[config.mk]
export PLATFORM = sky130hd
export DESIGN_NAME = ps2_key_sequencer
export DESIGN_NICKNAME = d
export VERILOG_FILES = /design/src/rtl/ps2_key_sequencer.sv
export SDC_FILE = /design/constraint.sdc
export NUM_CORES = 1
export LEC_CHECK = 0
export ABC_AREA = 1
export CORE_MARGIN = 8
export CORE_UTILIZATION = 55
export CTS_CLUSTER_DIAMETER = 200
export CTS_CLUSTER_SIZE = 30
export DETAILED_ROUTE_END_ITERATION = 8
export GPL_ROUTABILITY_DRIVEN = 0
export HOLD_SLACK_MARGIN = 0.06
export PLACE_DENSITY = 0.82
export SKIP_LAST_GASP = 1
export SLEW_MARGIN = 20
export SYNTH_ARGS = -nofsm -noshare
export SYNTH_HDL_FRONTEND = slang
export SYNTH_SLANG_ARGS = --single-unit
[constraint.sdc]
create_clock -name clk -period 4.38 [get_ports clk]
set_input_delay 0.876 -clock clk [delete_from_list [all_inputs] [get_ports clk]]
set_output_delay 0.876 -clock clk [all_outputs]
set_load 0.01 [all_outputs]
[src/rtl/ps2_key_sequencer.sv]
// ps2_key_sequencer
// Sits between the ps2_keyboard receiver FIFO and downstream consumers.
// It pops bytes from the receiver and recovers from receiver overflow. It
// parses the make / F0 break / E0 extended scan-code grammar, tracks the
// shift and caps-lock state, and queues decoded key events in a small
// first-word-fall-through FIFO.
//
// Optional build macro: TYPEMATIC_FILTER_EN. When it is defined, a make
// that repeats the last made {ext, code} is discarded. That make is not
// pushed and does not count in key_count.
//
// Ports:
//   clk, rst          system clock; asynchronous active-high reset
//   kb_data           receiver head byte
//   kb_ready          receiver FIFO non-empty
//   kb_overflow       receiver FIFO overflowed
//   kb_nextdata_n     active-low pop strobe to the receiver (one cycle per byte)
//   kb_clrn           active-low clear to the receiver
//   evt_valid         event FIFO non-empty
//   evt_ready         consumer accepts the head event
//   evt_code          scan code of the head event
//   evt_ascii         ASCII of the head event, 0x00 if non-printable
//   evt_break         head event is a release
//   evt_ext           head event had an E0 prefix
//   shift_held        left (0x12) or right (0x59) shift is down
//   caps_lock         caps-lock toggle state
//   key_count         make events queued, wraps
//   drop_count        overflow recoveries, saturates at 0xFF
//   fsm_state         debug view of the byte-pop FSM
//
// Event handshake: the head event is held stable while evt_valid is high.
// It is removed on a clk edge where evt_valid && evt_ready. evt_ready has
// no effect while evt_valid is low. evt_* fields read 0 while evt_valid is low.
module ps2_key_sequencer #(
  parameter int EVT_DEPTH = 4,
  parameter int PTR_W     = 2
) (
  input  logic             clk,
  input  logic             rst,
  input  logic [7:0]       kb_data,
  input  logic             kb_ready,
  input  logic             kb_overflow,
  output logic             kb_nextdata_n,
  output logic             kb_clrn,
  output logic             evt_valid,
  input  logic             evt_ready,
  output logic [7:0]       evt_code,
  output logic [7:0]       evt_ascii,
  output logic             evt_break,
  output logic             evt_ext,
  output logic             shift_held,
  output logic             caps_lock,
  output logic [7:0]       key_count,
  output logic [7:0]       drop_count,
  output logic [1:0]       fsm_state
);

  localparam logic [1:0] S_IDLE = 2'd0;
  localparam logic [1:0] S_POP  = 2'd1;
  localparam logic [1:0] S_WAIT = 2'd2;
  localparam int         EVT_W  = 18;

  logic [1:0]       state;
  logic [7:0]       byte_q;
  logic             ext_q;
  logic             brk_q;
  logic             shift_l;
  logic             shift_r;
  logic [EVT_W-1:0] mem [EVT_DEPTH];
  logic [PTR_W-1:0] wr_ptr;
  logic [PTR_W-1:0] rd_ptr;
  logic [PTR_W:0]   count;
  logic             fifo_full;
  logic             do_push;
  logic             do_pop;
  logic             is_prefix;
  logic             is_discard;
  logic             filt_hit;
  logic [7:0]       ascii_c;

  // Lower-case / digit / control mapping for non-extended codes.
  function automatic logic [7:0] map_ascii(input logic [7:0] c);
    case (c)
      8'h1C: map_ascii = 8'h61; 8'h32: map_ascii = 8'h62; 8'h21: map_ascii = 8'h63;
      8'h23: map_ascii = 8'h64; 8'h24: map_ascii = 8'h65; 8'h2B: map_ascii = 8'h66;
      8'h34: map_ascii = 8'h67; 8'h33: map_ascii = 8'h68; 8'h43: map_ascii = 8'h69;
      8'h3B: map_ascii = 8'h6A; 8'h42: map_ascii = 8'h6B; 8'h4B: map_ascii = 8'h6C;
      8'h3A: map_ascii = 8'h6D; 8'h31: map_ascii = 8'h6E; 8'h44: map_ascii = 8'h6F;
      8'h4D: map_ascii = 8'h70; 8'h15: map_ascii = 8'h71; 8'h2D: map_ascii = 8'h72;
      8'h1B: map_ascii = 8'h73; 8'h2C: map_ascii = 8'h74; 8'h3C: map_ascii = 8'h75;
      8'h2A: map_ascii = 8'h76; 8'h1D: map_ascii = 8'h77; 8'h22: map_ascii = 8'h78;
      8'h35: map_ascii = 8'h79; 8'h1A: map_ascii = 8'h7A;
      8'h45: map_ascii = 8'h30; 8'h16: map_ascii = 8'h31; 8'h1E: map_ascii = 8'h32;
      8'h26: map_ascii = 8'h33; 8'h25: map_ascii = 8'h34; 8'h2E: map_ascii = 8'h35;
      8'h36: map_ascii = 8'h36; 8'h3D: map_ascii = 8'h37; 8'h3E: map_ascii = 8'h38;
      8'h46: map_ascii = 8'h39;
      8'h29: map_ascii = 8'h20;
      8'h66: map_ascii = 8'h08;
      default: map_ascii = 8'h00;
    endcase
  endfunction

  assign shift_held = shift_l | shift_r;
  assign fsm_state  = state;
  assign fifo_full  = (count == EVT_DEPTH[PTR_W:0]);
  assign evt_valid  = (count != '0);
  assign do_pop     = evt_valid && evt_ready;

  // ASCII is taken from the modifier state before this byte is decoded.
  // An overflow in the POP cycle wins, and the latched byte is lost.
  always_comb begin
    is_prefix  = (byte_q == 8'hE0) || (byte_q == 8'hF0);
    is_discard = (byte_q inside {8'h00, 8'hFF, 8'hAA, 8'hEE, 8'hFA});
    ascii_c    = 8'h00;
    if (!brk_q) begin
      if (byte_q == 8'h5A) begin
        ascii_c = 8'h0D;
      end else if (!ext_q) begin
        ascii_c = map_ascii(byte_q);
        if ((ascii_c inside {[8'h61:8'h7A]}) && (shift_held ^ caps_lock))
          ascii_c = ascii_c - 8'h20;
      end
    end
    do_push = (state == S_POP) && !kb_overflow && !is_prefix && !is_discard && !filt_hit;
  end

`ifdef TYPEMATIC_FILTER_EN
  // {ext, code} of the last make. The value 0 cannot match, because a
  // byte of 0x00 is always discarded.
  logic [8:0] last_q;
  assign filt_hit = !brk_q && ({ext_q, byte_q} == last_q);

  always_ff @(posedge clk or posedge rst) begin
    if (rst) begin
      last_q <= '0;
    end else if ((state == S_POP) && !kb_overflow && !is_prefix && !is_discard) begin
      if (brk_q) begin
        if ({ext_q, byte_q} == last_q) last_q <= '0;
      end else begin
        last_q <= {ext_q, byte_q};
      end
    end
  end
`else
  assign filt_hit = 1'b0;
`endif

  always_ff @(posedge clk or posedge rst) begin
    if (rst) begin
      state         <= S_IDLE;
      byte_q        <= '0;
      ext_q         <= 1'b0;
      brk_q         <= 1'b0;
      shift_l       <= 1'b0;
      shift_r       <= 1'b0;
      caps_lock     <= 1'b0;
      key_count     <= '0;
      drop_count    <= '0;
      kb_nextdata_n <= 1'b1;
      kb_clrn       <= 1'b0;
    end else begin
      // The clear follows overflow directly. It stays low for as long as
      // overflow is held.
      kb_clrn <= !kb_overflow;
      if (kb_overflow) begin
        state         <= S_IDLE;
        kb_nextdata_n <= 1'b1;
        ext_q         <= 1'b0;
        brk_q         <= 1'b0;
        if (drop_count != 8'hFF) drop_count <= drop_count + 8'd1;
      end else begin
        case (state)
          S_IDLE: begin
            // Gating on not-full is what back-pressures the receiver.
            if (kb_ready && !fifo_full) begin
              byte_q        <= kb_data;
              kb_nextdata_n <= 1'b0;
              state         <= S_POP;
            end
          end
          S_POP: begin
            kb_nextdata_n <= 1'b1;
            state         <= S_WAIT;
            if (byte_q == 8'hE0) begin
              ext_q <= 1'b1;
            end else if (byte_q == 8'hF0) begin
              brk_q <= 1'b1;
            end else begin
              ext_q <= 1'b0;
              brk_q <= 1'b0;
              if (do_push) begin
                if (!brk_q) key_count <= key_count + 8'd1;
                if (!ext_q) begin
                  if (byte_q == 8'h12) shift_l <= !brk_q;
                  if (byte_q == 8'h59) shift_r <= !brk_q;
                  if ((byte_q == 8'h58) && !brk_q) caps_lock <= !caps_lock;
                end
              end
            end
          end
          S_WAIT:  state <= S_IDLE;  // lets the receiver's ready settle
          default: state <= S_IDLE;
        endcase
      end
    end
  end

  always_ff @(posedge clk or posedge rst) begin
    if (rst) begin
      wr_ptr <= '0;
      rd_ptr <= '0;
      count  <= '0;
    end else begin
      if (do_push) wr_ptr <= wr_ptr + 1'b1;
      if (do_pop)  rd_ptr <= rd_ptr + 1'b1;
      case ({do_push, do_pop})
        2'b10:   count <= count + 1'b1;
        2'b01:   count <= count - 1'b1;
        default: count <= count;
      endcase
    end
  end

  always_ff @(posedge clk) begin
    if (do_push) mem[wr_ptr] <= {byte_q, ascii_c, brk_q, ext_q};
  end

  assign {evt_code, evt_ascii, evt_break, evt_ext} = evt_valid ? mem[rd_ptr] : '0;

endmodule

---- Yosys cells after proc, flatten, opt, wreduce, memory -nomap -nowiden ----
Memory sizes are Yosys's and may differ from the RTL's.
Index checks and enable logic that the tools add are counted.
word-level totals
  register bits after elaboration ......... 40
  bits in latches ......................... 0
  memory bits (writable) .................. 72
  bits in read-only memories .............. 896
  input bits .............................. 13
  output and inout port bits .............. 41
  word-level logic and storage cells ...... 107
  memories kept ........................... 2
operators by class
  add/subtract/negate cells ............... 7
  $mul .................................... 0
  div/mod/pow operators ................... 0
  $lt $le $gt $ge ......................... 2
  eq/ne operators ......................... 18
  shifts and indexed selects .............. 0
  multiplexer cells ....................... 26
  bitwise operators ....................... 7
  reduce and logical (&&, ||, !) cells .... 31
memory list
  name             depth  width  read ports  clocked after memory_dff  wr ports  RTL line  source
  (no name shown)  128    7      1           0                         0         83        case (c)
  mem              4      18     1           0                         1         69        logic [EVT_W-1:0] mem [EVT_DEPTH];
operator list
  kind                 count
  $mux 8               8
  $eq 8x8->1 const B   6
  $eq 8x7->1 const B   3
  $reduce_and 7->1     3
  $mux 18              1
  $add 8x1->8 const B  2
  $mux 1               12
  $eq 8x5->1 const B   1
  $ge 8x7->1 const B   1
  $le 8x7->1 const B   1
  $logic_and 1x1->1    8
  $logic_not 8->1      1
  $ne 8x8->1 const B   1
  $reduce_and 2->1     4
  $sub 8x6->8 const B  1
  $logic_not 1->1      6
  $ne 3x3->1 const B   2
  $pmux 3 s2           1
  $reduce_and 6->1     1
  $reduce_bool 3->1    2
  $not 1->1            5
  $reduce_bool 5->1    1
  $add 2x1->2 const B  2
  $eq 2x1->1 const B   2
  14 further kinds     16

---- Depth between registers and ports, before layout ----
An unclocked memory read counts as a cell.
  depth after elaboration ................. 12
  depth in mapped cells ................... 17
  gate-level depth less buffers ........... 16

---- Worst setup path after synthesis ----
Ideal clock, no wire load.
  path kind ............................... register -> register
  start point ............................. reg byte_q[0]
  end point ............................... mem mem[0][0], enable pin
  setup time .............................. 0.393 ns
  data arrival time ....................... 2.438 ns
  data required time ...................... 3.987 ns
  path slack .............................. 1.549 ns
  cell stages (with the launch flop) ...... 9
  path buffers ............................ 1
  clock period less this slack ............ 2.831 ns
  path through ............................ dfrtp_1 -> inv_1 -> ha_1 -> clkbuf_1 -> nand2_2 -> nor2_1 -> a211oi_1 -> nand2_4 -> nor2_1
between the ends
  word-level cells in the longest chain between the ends .. 7
  elaborated cells on any way between the ends .. 15
  classes of those cells .................. eq/ne: 6; mux: 2; reduce/logical: 7
ends and longest elaborated chain
  what                                                RTL line  source
  from (decl)                                         64        logic [7:0] byte_q;
  from (signal assigned)                              176       byte_q <= kb_data;
  branches (longest 4 deep; another with $eq 8x8->1)  --
  $logic_and 1x1->1 *                                 124       do_push = (state == S_POP) && !kb_overflow && !is_prefix && !is_discard && !filt_hit;
  $mux 1 *                                            225       if (do_push) mem[wr_ptr] <= {byte_q, ascii_c, brk_q, ext_q};
  $mux 1 (implied by the code) *                      225
  to (decl)                                           69
Every way passes the cells marked *.

---- Worst setup path after layout ----
  start point ............................. reg rd_ptr[0]
  end point ............................... out evt_code[2]
between the ends
  word-level cells in the longest chain between the ends .. 2
ends and longest elaborated chain
  what                    RTL line  source
  from (decl)             71        logic [PTR_W-1:0] rd_ptr;
  from (signal assigned)  215       if (do_pop) rd_ptr <= rd_ptr + 1'b1;
  $mem_v2 4x18            --
  $mux 18                 228       assign {evt_code, evt_ascii, evt_break, evt_ext} = evt_valid ? mem[rd_ptr] : '0;
  to (decl)               47        output logic [7:0] evt_code,
Every way passes these cells.

==> impl_metrics.env <==
export IMPL_antenna_found_initial=0
export IMPL_synth_edff_count=72
export IMPL_drv_cap=0
export IMPL_netlist_top_cells_area="sky130_fd_sc_hd__edfxtp_1 (38%), sky130_fd_sc_hd__dfrtp_1 (17%), sky130_fd_sc_hd__nand2_1 (8.4%)"
export IMPL_cts_root_to_sink_buffers=2
export IMPL_synth_most_common_cell="sky130_fd_sc_hd__nand2_1"
export IMPL_synthXorXnorAreaFrac=0.0309
export IMPL_synth_avg_cell_area_um2=8.98
export IMPL_clock_skew_ns=0.0132
export IMPL_antenna_cells=0
export IMPL_clock_transition_time_at_the_flip_flop_clock_pins_of_the_worst_setup_and_hold_paths_ns=0.11
export IMPL_synth_main_ff_cell="sky130_fd_sc_hd__edfxtp_1"
export IMPL_ant_nets=0
export IMPL_num_rows=37
export IMPL_placed_area_um2=6350
export IMPL_synth_fp_nets=659
export IMPL_cts_buffers=9
export IMPL_vias=4564
export IMPL_finalNetCount=714
export IMPL_route_detailed_vias_per_inst=5.53
export IMPL_timing_worst_setup_path_type="reg2out"
export IMPL_whs_path_depth=2
export IMPL_grt_residual_overflow=0
export IMPL_yosysWarnings=0
export IMPL_largest_family_of_logic_cells_by_synthesized_area="simple AND/OR/NAND/NOR gates"
export IMPL_ys_seq_elements=112
export IMPL_clk_insertion_delay_late_ns=0.37
export IMPL_route_detailed_drc=0
export IMPL_setup_ws_ns=1.04
export IMPL_timing_setup_tns_ns=0
export IMPL_track_usage=0.186
export IMPL_post_cts_hold_buffer_count=0
export IMPL_min_period_ns=3.34
export IMPL_clock_sinks=112
export IMPL_dr_wl_met3_um=970
export IMPL_post_synth_inst_count=630
export IMPL_post_cts_setup_buffer_count=0
export IMPL_muxShareOfSynthArea=0
export IMPL_minimum_setup_slack_after_placement_ns=1.18
export IMPL_register_area_um2=3160
export IMPL_synthDominantCellAreaShare=0.382
export IMPL_layout_drive_gt1_share=0.0667
export IMPL_grt_start_max_net_pins=38
export IMPL_core_um2=10100
export IMPL_netlist_top_cell_by_area="sky130_fd_sc_hd__edfxtp_1"
export IMPL_synth_yosys_seq_area_share=0.559
export IMPL_cp_arrival_ns=2.46
export IMPL_crit_path_start_kind="flop"
export IMPL_worst_r2r_cell_count=13
export IMPL_min_path_type="reg2reg"
export IMPL_drv_slew=0
export IMPL_first_pass_grt_wire_length_um=21400
export IMPL_critical_path_endpoint_type="primary output"
export IMPL_multi_input_area_um2=2190
export IMPL_synth_async_sr_flop_share=0.357
export IMPL_postCtsResizedCells=0
export IMPL_fin_area_um2=6550
export IMPL_filler_cell_count=797
export IMPL_dieHeight_um=117
export IMPL_place_detailed_hpwl_um=8810
export IMPL_dieArea_um2=13800
export IMPL_route_detailed_wl_per_inst_um=15.5
export IMPL_post_synth_fa_ha_maj_area_fraction=0.0367
export IMPL_worst_ep_required_time_ns=3.50
export IMPL_wl_um=12800
export IMPL_mappedNetlistArea_um2=5660
export IMPL_met2RoutedLength_um=6080
export IMPL_synth_simple_gate_area_frac=0.235
export IMPL_worst_slew_pin_slew_ns=0.879
export IMPL_max_slew_margin_rel=0.411
export IMPL_synth_compound_gate_area_share=0.0849
export IMPL_pwr_density_cell_nw_per_um2=675
export IMPL_ios=54
export IMPL_first_drt_pass_iteration_count=6
export IMPL_total_leakage_power_nw=2.79
export IMPL_min_period_over_period=0.763
export IMPL_status="complete, no violations"
export IMPL_ctsHtreeMaxLevel=3
export IMPL_crit_fanout=37
export IMPL_setup_viol_count_final=0
export IMPL_root_buffer="sky130_fd_sc_hd__clkbuf_8"
export IMPL_wl_met1_um=5490
export IMPL_routed_top_layer="met4"
export IMPL_rsz0062_at_grt="no"
export IMPL_floorplan_initialDensity=0.558
export IMPL_postLayoutCoreUtil=0.646
export IMPL_buffer_ports_inserted=53
export IMPL_hold_viol=0
export IMPL_synth_cell_types=36
export IMPL_first_global_vias=4533
export IMPL_cts_tree="built"
export IMPL_fmax_mhz=299
export IMPL_drt_iter0_markers=461
export IMPL_die_width_um=117
export IMPL_synth_top_cells_by_count="sky130_fd_sc_hd__nand2_1 (127), sky130_fd_sc_hd__nor2_1 (114), sky130_fd_sc_hd__edfxtp_1 (72), sky130_fd_sc_hd__o21ai_0 (58), sky130_fd_sc_hd__inv_1 (51)"
export IMPL_vdd_ir_drop_worst_uv=349
export IMPL_areaGrowthSynthToFinish_pct=15.6
[worst max-delay path: stages (launching register included)]
cell,delay (ns)
sky130_fd_sc_hd__dfrtp_1,0.36
sky130_fd_sc_hd__clkinv_1,0.67
sky130_fd_sc_hd__o21ai_0,0.44
sky130_fd_sc_hd__a21oi_1,0.12
sky130_fd_sc_hd__clkdlybuf4s50_1,0.49
[layout by cell type, fill, tap and decap left out, types with 5 or more instances in the layout]
master,instances
sky130_fd_sc_hd__dfrtp_1,39
sky130_fd_sc_hd__a21oi_1,27
sky130_fd_sc_hd__inv_2,5
sky130_fd_sc_hd__nor2_1,114
sky130_fd_sc_hd__buf_4,9
sky130_fd_sc_hd__nand3_1,43
sky130_fd_sc_hd__o21ai_0,58
sky130_fd_sc_hd__nand2_1,127
sky130_fd_sc_hd__inv_1,50
sky130_fd_sc_hd__ha_1,15
sky130_fd_sc_hd__xnor2_1,8
sky130_fd_sc_hd__xor2_1,12
sky130_fd_sc_hd__clkdlybuf4s50_1,53
sky130_fd_sc_hd__edfxtp_1,72
sky130_fd_sc_hd__nor3_1,8
sky130_fd_sc_hd__clkbuf_8,9
[routing by layer]
layer,up-vias,track usage
met1,2151,0.242
met5,-,0
met4,0,0.0576
met3,37,0.0441
met2,191,0.302
li1,2185,-
[metrics by stage]
step           total power [mW]  cells  hold slack (ns)
6_report                   4.42    826            0.505
5_1_grt                    4.75    826            0.530
3_5_place_dp               3.80    810            0.487
3_3_place_gp               3.71    810            0.462
4_1_cts                    4.41    826            0.510
2_1_floorplan              2.98    630            0.445
[logic make-up after synthesis]
group / Yosys count
compound gates: 93
xor+xnor: 20
fa+ha+maj: 16
buf+inv: 76
flops: 112
simple gates: 313
[final timing paths]
path,start,endpoint,slack [ns]
worst min register to register,kb_nextdata_n,kb_nextdata_n,0.51
min in group asynchronous,rst,drop_count[6],0.88
worst max-delay path,rd_ptr[0],evt_code[2],1.04
max in group asynchronous,rst,kb_nextdata_n,2.81
worst min-delay path,kb_nextdata_n,kb_nextdata_n,0.51
worst max register to register,byte_q[0],count[2],1.43
[registers in the layout, summed over array words and instances, names as in the netlist, 2 cells and up]
register,cells
wr_ptr,2
count,3
mem,72
rd_ptr,2
key_count,8
drop_count,8
fsm_state,2
byte_q,8
[layout make-up]
type	instances	area share
flip-flops and latches	112	0.483
multi-input cells	442	0.335
repair buffers	62	0.0914
inverters	58	0.0340
well taps	136	0.0260
clock buffers	10	0.0195
clock inverters	6	0.0105
[power breakdown]
part           leakage [nW]  switching [mW]  internal (mW)  total, mW
combinational          1.53            1.31          0.857       2.17
sequential             1.17           0.246           1.39       1.64
clock                0.0921           0.341          0.268      0.609
total                  2.79            1.90           2.52       4.42
Power figures use the tool's default switching activity.
